File: src/rtl/prm_edge_mask_accum.sv
// Voxel streamer and edge-blocked bitmap accumulator for the PRM checker bank.
// Optional blocked-edge counter enabled by defining PRM_EDGE_MASK_COUNT_EN.
module prm_edge_mask_accum #(
    parameter int NUM_EDGES = 512,
    parameter int CODE_W    = 15,
    parameter int WORD_W    = 32,
    localparam int NWORDS   = NUM_EDGES / WORD_W,
    localparam int IDX_W    = $clog2(NWORDS)
) (
    input  logic                 clk,
    input  logic                 rst_n,
    input  logic                 scene_start,
    input  logic                 vox_valid,
    output logic                 vox_ready,
    input  logic [CODE_W-1:0]    vox_code,
    input  logic                 vox_last,
    output logic [CODE_W-1:0]    chk_code,
    input  logic [NUM_EDGES-1:0] edge_mask_in,
    output logic                 out_valid,
    input  logic                 out_ready,
    output logic [WORD_W-1:0]    out_word,
    output logic [IDX_W-1:0]     out_idx,
    output logic                 out_last,
    output logic                 busy
`ifdef PRM_EDGE_MASK_COUNT_EN
    ,
    output logic [$clog2(NUM_EDGES+1)-1:0] blocked_cnt
`endif
);

    typedef enum logic [1:0] {
        S_IDLE,
        S_ACCUM,
        S_FLUSH,
        S_DRAIN
    } state_t;

    state_t r_state;
    state_t w_state_n;

    logic [NUM_EDGES-1:0]         r_bitmap;
    logic [CODE_W-1:0]            r_chk_code;
    logic                         r_p_valid;
    logic                         r_p_last;
    logic [IDX_W-1:0]             r_idx;
    logic [NWORDS-1:0][WORD_W-1:0] w_words;
    logic                         w_accept;
    logic                         w_out_hs;
    logic                         w_idx_last;

    assign vox_ready  = (r_state == S_ACCUM);
    assign out_valid  = (r_state == S_DRAIN);
    assign busy       = (r_state != S_IDLE);
    assign w_idx_last = (r_idx == IDX_W'(NWORDS - 1));
    assign out_last   = out_valid && w_idx_last;
    assign out_idx    = r_idx;
    assign chk_code   = r_chk_code;
    assign w_words    = r_bitmap;
    assign out_word   = w_words[r_idx];

    // scene_start beats a same-cycle accept; the voxel is dropped
    assign w_accept   = vox_valid && vox_ready && !scene_start;
    assign w_out_hs   = out_valid && out_ready;

    always_comb begin
        w_state_n = r_state;
        unique case (r_state)
            S_IDLE:  w_state_n = S_IDLE;
            S_ACCUM: begin
                if (w_accept && vox_last)
                    w_state_n = S_FLUSH;
            end
            S_FLUSH: w_state_n = r_p_last ? S_DRAIN : S_ACCUM;
            S_DRAIN: begin
                if (w_out_hs && w_idx_last)
                    w_state_n = S_IDLE;
            end
            default: w_state_n = S_IDLE;
        endcase
        if (scene_start)
            w_state_n = S_ACCUM;
    end

    always_ff @(posedge clk or negedge rst_n) begin
        if (!rst_n)
            r_state <= S_IDLE;
        else
            r_state <= w_state_n;
    end

    always_ff @(posedge clk or negedge rst_n) begin
        if (!rst_n) begin
            r_bitmap   <= '0;
            r_chk_code <= '0;
            r_p_valid  <= 1'b0;
            r_p_last   <= 1'b0;
            r_idx      <= '0;
        end else if (scene_start) begin
            // an in-flight merge is discarded with the old scene
            r_bitmap  <= '0;
            r_p_valid <= 1'b0;
            r_idx     <= '0;
        end else begin
            if (r_p_valid)
                r_bitmap <= r_bitmap | edge_mask_in;
            if (w_accept) begin
                r_chk_code <= vox_code;
                r_p_valid  <= 1'b1;
                r_p_last   <= vox_last;
            end else begin
                r_p_valid  <= 1'b0;
            end
            if (w_out_hs)
                r_idx <= w_idx_last ? '0 : r_idx + IDX_W'(1);
        end
    end

`ifdef PRM_EDGE_MASK_COUNT_EN
    localparam int CNT_W = $clog2(NUM_EDGES + 1);

    logic [CNT_W-1:0] r_cnt;
    logic [CNT_W-1:0] w_new_bits;

    always_comb begin
        w_new_bits = '0;
        for (int i = 0; i < NUM_EDGES; i++)
            w_new_bits = w_new_bits +
                CNT_W'(edge_mask_in[i] & ~r_bitmap[i]);
    end

    always_ff @(posedge clk or negedge rst_n) begin
        if (!rst_n)
            r_cnt <= '0;
        else if (scene_start)
            r_cnt <= '0;
        else if (r_p_valid)
            r_cnt <= r_cnt + w_new_bits;
    end

    assign blocked_cnt = r_cnt;
`endif

endmodule

File: config.mk
export PLATFORM = sky130hd
export DESIGN_NAME = prm_edge_mask_accum
export DESIGN_NICKNAME = d
export VERILOG_FILES = /design/src/rtl/prm_edge_mask_accum.sv
export SDC_FILE = /design/constraint.sdc
export NUM_CORES = 1
export LEC_CHECK = 0
export BUFFER_PORTS_ARGS = -buffer_cell sky130_fd_sc_hd__buf_2
export CORE_MARGIN = 2
export CORE_UTILIZATION = 25
export DETAILED_ROUTE_END_ITERATION = 16
export HOLD_SLACK_MARGIN = 0.03
export PLACE_DENSITY_LB_ADDON = 0.2
export SLEW_MARGIN = 20
export SYNTH_ARGS = -nofsm -noshare
export SYNTH_HDL_FRONTEND = slang
export SYNTH_SLANG_ARGS = --single-unit
File: constraint.sdc
create_clock -name clk -period 1.83 [get_ports clk]
set_input_delay 0.0915 -clock clk [delete_from_list [all_inputs] [get_ports clk]]
set_output_delay 0.0915 -clock clk [all_outputs]
set_load 0.005 [all_outputs]
==> results.py <==
metrics = {
    "power_and_ir_drop": {
        "power_leakage_uw": 0.01671,
        "comb_power_share": 0.211,
        "p_per_area_nw_per_um2": 928.8,
        "p_switching_uw": 9777,
        "pwr-share-seq": 0.407,
        "vdd_ir_drop_max_uv": 559.9,
        "clockPowerShare": 0.382,
        "p_sw_frac": 0.2872,
        "intPower_uw": 24260,
    },
    "synthesis": {
        "syn_area_sq_um": 23130,
        "synth_compound_area_frac": 0.1422,
        "synth_top_area_share": 0.5788,
        "synth_top_area_cell": "dfrtp_1",
        "synthMuxAreaShare": 0.1413,
        "ys_seq_area_frac": 0.5788,
        "yosysUniqueCellTypes": 34,
        "syn-num-nets": 2642,
        "syn_area_per_cell_sq_um": 11.00,
        "ys_ff_latch": 535,
        "synthFlopType": "dfrtp_1",
        "synth_common_cells": "535 x dfrtp_1, 517 x nor2_1, 516 x a21oi_1, 107 x clkbuf_1, 97 x mux2i_1",
        "synthXorXnorAreaFrac": 0.0007573,
        "synth_most_common_cell": "dfrtp_1",
        "synth-edff-count": 0,
        "synth_simple_gate_area_frac": 0.09504,
        "ys_async_sr_fraction": 1.000,
        "synthCells": 2103,
        "yosys-top-cells-area": "dfrtp_1 58%, a21oi_1 11%, nor2_1 8.4%",
        "synth_top_family_by_area": "compound AO/OA/AOI/OAI gates",
        "synth_fa_ha_area_frac": 0.003246,
        "ys_warn_count": 0,
    },
    "sta": {
        "worst_pin_slew_ps": 843.7,
        "relSlewSlack": 0.4357,
        "drv_slew": 0,
        "worst_slack_ps": -900.5,
        "setup_violations": 35,
        "period_minus_slack_ps": 2731,
        "finalClockSkew_ps": 22.92,
        "hold_violations": 0,
        "fin_setup_tns_ps": -27260,
        "finalCritPeriodShare": 1.492,
        "max_freq_mhz": 366.2,
        "rsz0062_at_grt": "true",
    },
    "worst_setup_path": {
        "critical_path_arrival_ps": 2640,
        "cp-end-kind": "primary output",
        "critPathKind": "flip-flop to primary output",
        "ff2ff_path_depth": 8,
        "r2r_setup_slack_ps": -80,
        "cp_max_fo": 23,
        "required_ps": 1740,
        "cp-start-kind": "flip-flop",
        "timing.rr.end": "r_state[0]$_DFFE_PN0P_",
        "r2r_start": "out_idx[1]$_DFFE_PN0P_",
    },
    "routing": {
        "drt_iter0_drc": 1756,
        "vias": 21900,
        "routed_via_density": 4.807,
        "drt_first_pass_iters": 5,
        "drt-total-wl_mm": 103.2,
        "route.detailed.drc": 0,
        "wire_per_inst_um": 22.66,
        "drtAntennaViolNets": 0,
    },
    "floorplanning": {
        "initial_core_util": 0.2523,
        "pin_count": 588,
        "die_h_um": 308.2,
        "die_w_um": 308.2,
        "dieArea_sq_um": 94970,
        "rows": 111,
        "design.core.area_sq_um": 91660,
    },
    "finish": {
        "drive_gt1_frac": 0.2996,
        "fin_cells": 4555,
        "finalCoreUtilization": 0.3998,
        "syn_to_final_growth_pct": 58.44,
        "fill_cells": 8845,
        "final_nets": 3850,
    },
    "clocking": {
        "h-tree-depth": 3,
        "cts_inserted_buffers": 66,
        "cts_tree": "yes",
        "path_clk_slew_ps": 60,
        "insertion_delay_ps": 610,
        "clock-sinks": 535,
        "cts_root_buf": "clkbuf_16",
        "cts_max_path_buffers": 3,
    },
    "hold_path": {
        "min_path_type": "input pin to async pin",
    },
    "global_route": {
        "grt_max_degree": 91,
        "grt_overflow_total": 0,
        "grt_pass1_wl_mm": 147.6,
        "antenna_found_initial": 8,
        "grt_pass1_vias": 22900,
        "grt.total_usage": 0.2115,
    },
    "run_status": {
        "violations": "negative setup slack",
        "outcome": "finished, violations left",
    },
    "run": {
        "maxCapViolations": 0,
    },
    "placement": {
        "place_inst": 3847,
        "place_congestion": 0.8541,
        "post-dp-hpwl_mm": 72.56,
        "numPortBuffers": 587,
    },
}
area by class of cell:
class	count	area (sq um)	share of cell area
clock inverters	19	148.9	0.004063
flip-flops and latches	535	13400	0.3657
multi-input cells	1395	9039	0.2466
diodes	8	20.02	0.0005463
well taps	1186	1484	0.04049
repair buffers	1308	10540	0.2875
inverters	5	18.77	0.0005121
clock buffers	99	1999	0.05456
sequential cells by signal (all words and copies together), names as in the netlist:
register and cells:
chk_code 15, out_idx 4, r_bitmap 512, r_p_last 1
r_p_valid 1, r_state 2
per-stage QoR:
stage | total power [uW] | hold slack, ps | cell area (sq um) | setup WS [ps]
after floorplan | 16900 | -204.1 | 23130 | 220.1
after global placement | 19790 | -3.049 | 28170 | -420.9
after detailed placement | 19890 | -3.476 | 28170 | -409.7
after CTS | 34290 | 155.4 | 36300 | -944.9
after global routing | 35670 | 168.0 | 36640 | -970.9
final | 34040 | 172.9 | 36650 | -900.5
worst max-delay path by stage:
stage,startpoint,endpoint,cells after the start
finish,out_idx[1]$_DFFE_PN0P_,out_word[23],8
global route,out_idx[0]$_DFFE_PN0P_,out_word[20],10
CTS,out_idx[0]$_DFFE_PN0P_,out_word[23],7
detailed placement,out_idx[0]$_DFFE_PN0P_,out_word[25],5
global placement,out_idx[0]$_DFFE_PN0P_,out_word[14],6
floorplan,out_idx[1]$_DFFE_PN0P_,out_word[3],6
power groups by stage:
stage               clock (uW)  sequential (uW)  combinational [uW]
finish                   13000            13900                7170
detailed placement           0            14000                5870
global placement             0            14000                5770
floorplan                    0            13700                3160
CTS                      13300            13800                7120
global route             13800            14000                7870
what timing repair did:
item / CTS / global route
hold endpoints to repair: 1069 / 0
gates cloned: 4 / 4
hold buffers: 553 / 0
setup buffers: 11 / 14
endpoints found under the setup margin: 37 / 53
pin swaps: 11 / 14
gates resized for setup: 87 / 43
critical path, stage by stage, from the launching register on:
cell and delay, ps:
dfrtp_4 500, buf_12 170, buf_12 170, mux2i_1 180
a22oi_1 430, mux2i_1 140, o21ai_1 160, buf_4 150
buf_2 110
layout by cell type, fill, tap and decap left out, drive strengths merged:
cell type and instances:
a211o 1, a21oi 516, a22oi 33, a32oi 32
and2 1, and4 1, buf 751, bufinv 1
clkbuf 103, clkinv 13, clkinvlp 1, dfrtp 535
diode 8, dlygate4sd3 553, ha 6, inv 9
mux2i 97, mux4 96, nand2 52, nand3 3
nand3b 1, nand4 1, nor2 517, nor2b 2
o21ai 33, or3 1, xnor2 1, xor2 1
per-layer routing:
layer	global-route usage	share of wire	up-vias
li1	-	-	9830
met1	0.2748	0.42	10950
met2	0.3443	0.48	887
met3	0.03511	0.055	224
met4	0.09824	0.046	4
met5	0	0.00029	-
kinds of logic (layout without fill, tap and decap cells):
family                   after synthesis  in the layout
buffers and inverters                173           1431
adder cells (fa/ha/maj)                6              6
other                                  0              8
AO/OA/AOI/OAI                        615            615
AND/OR/NAND/NOR                      579            579
multiplexers                         193            193
flip-flops                           535            535
XOR/XNOR                               2              2
Power figures use the tool's default switching activity.
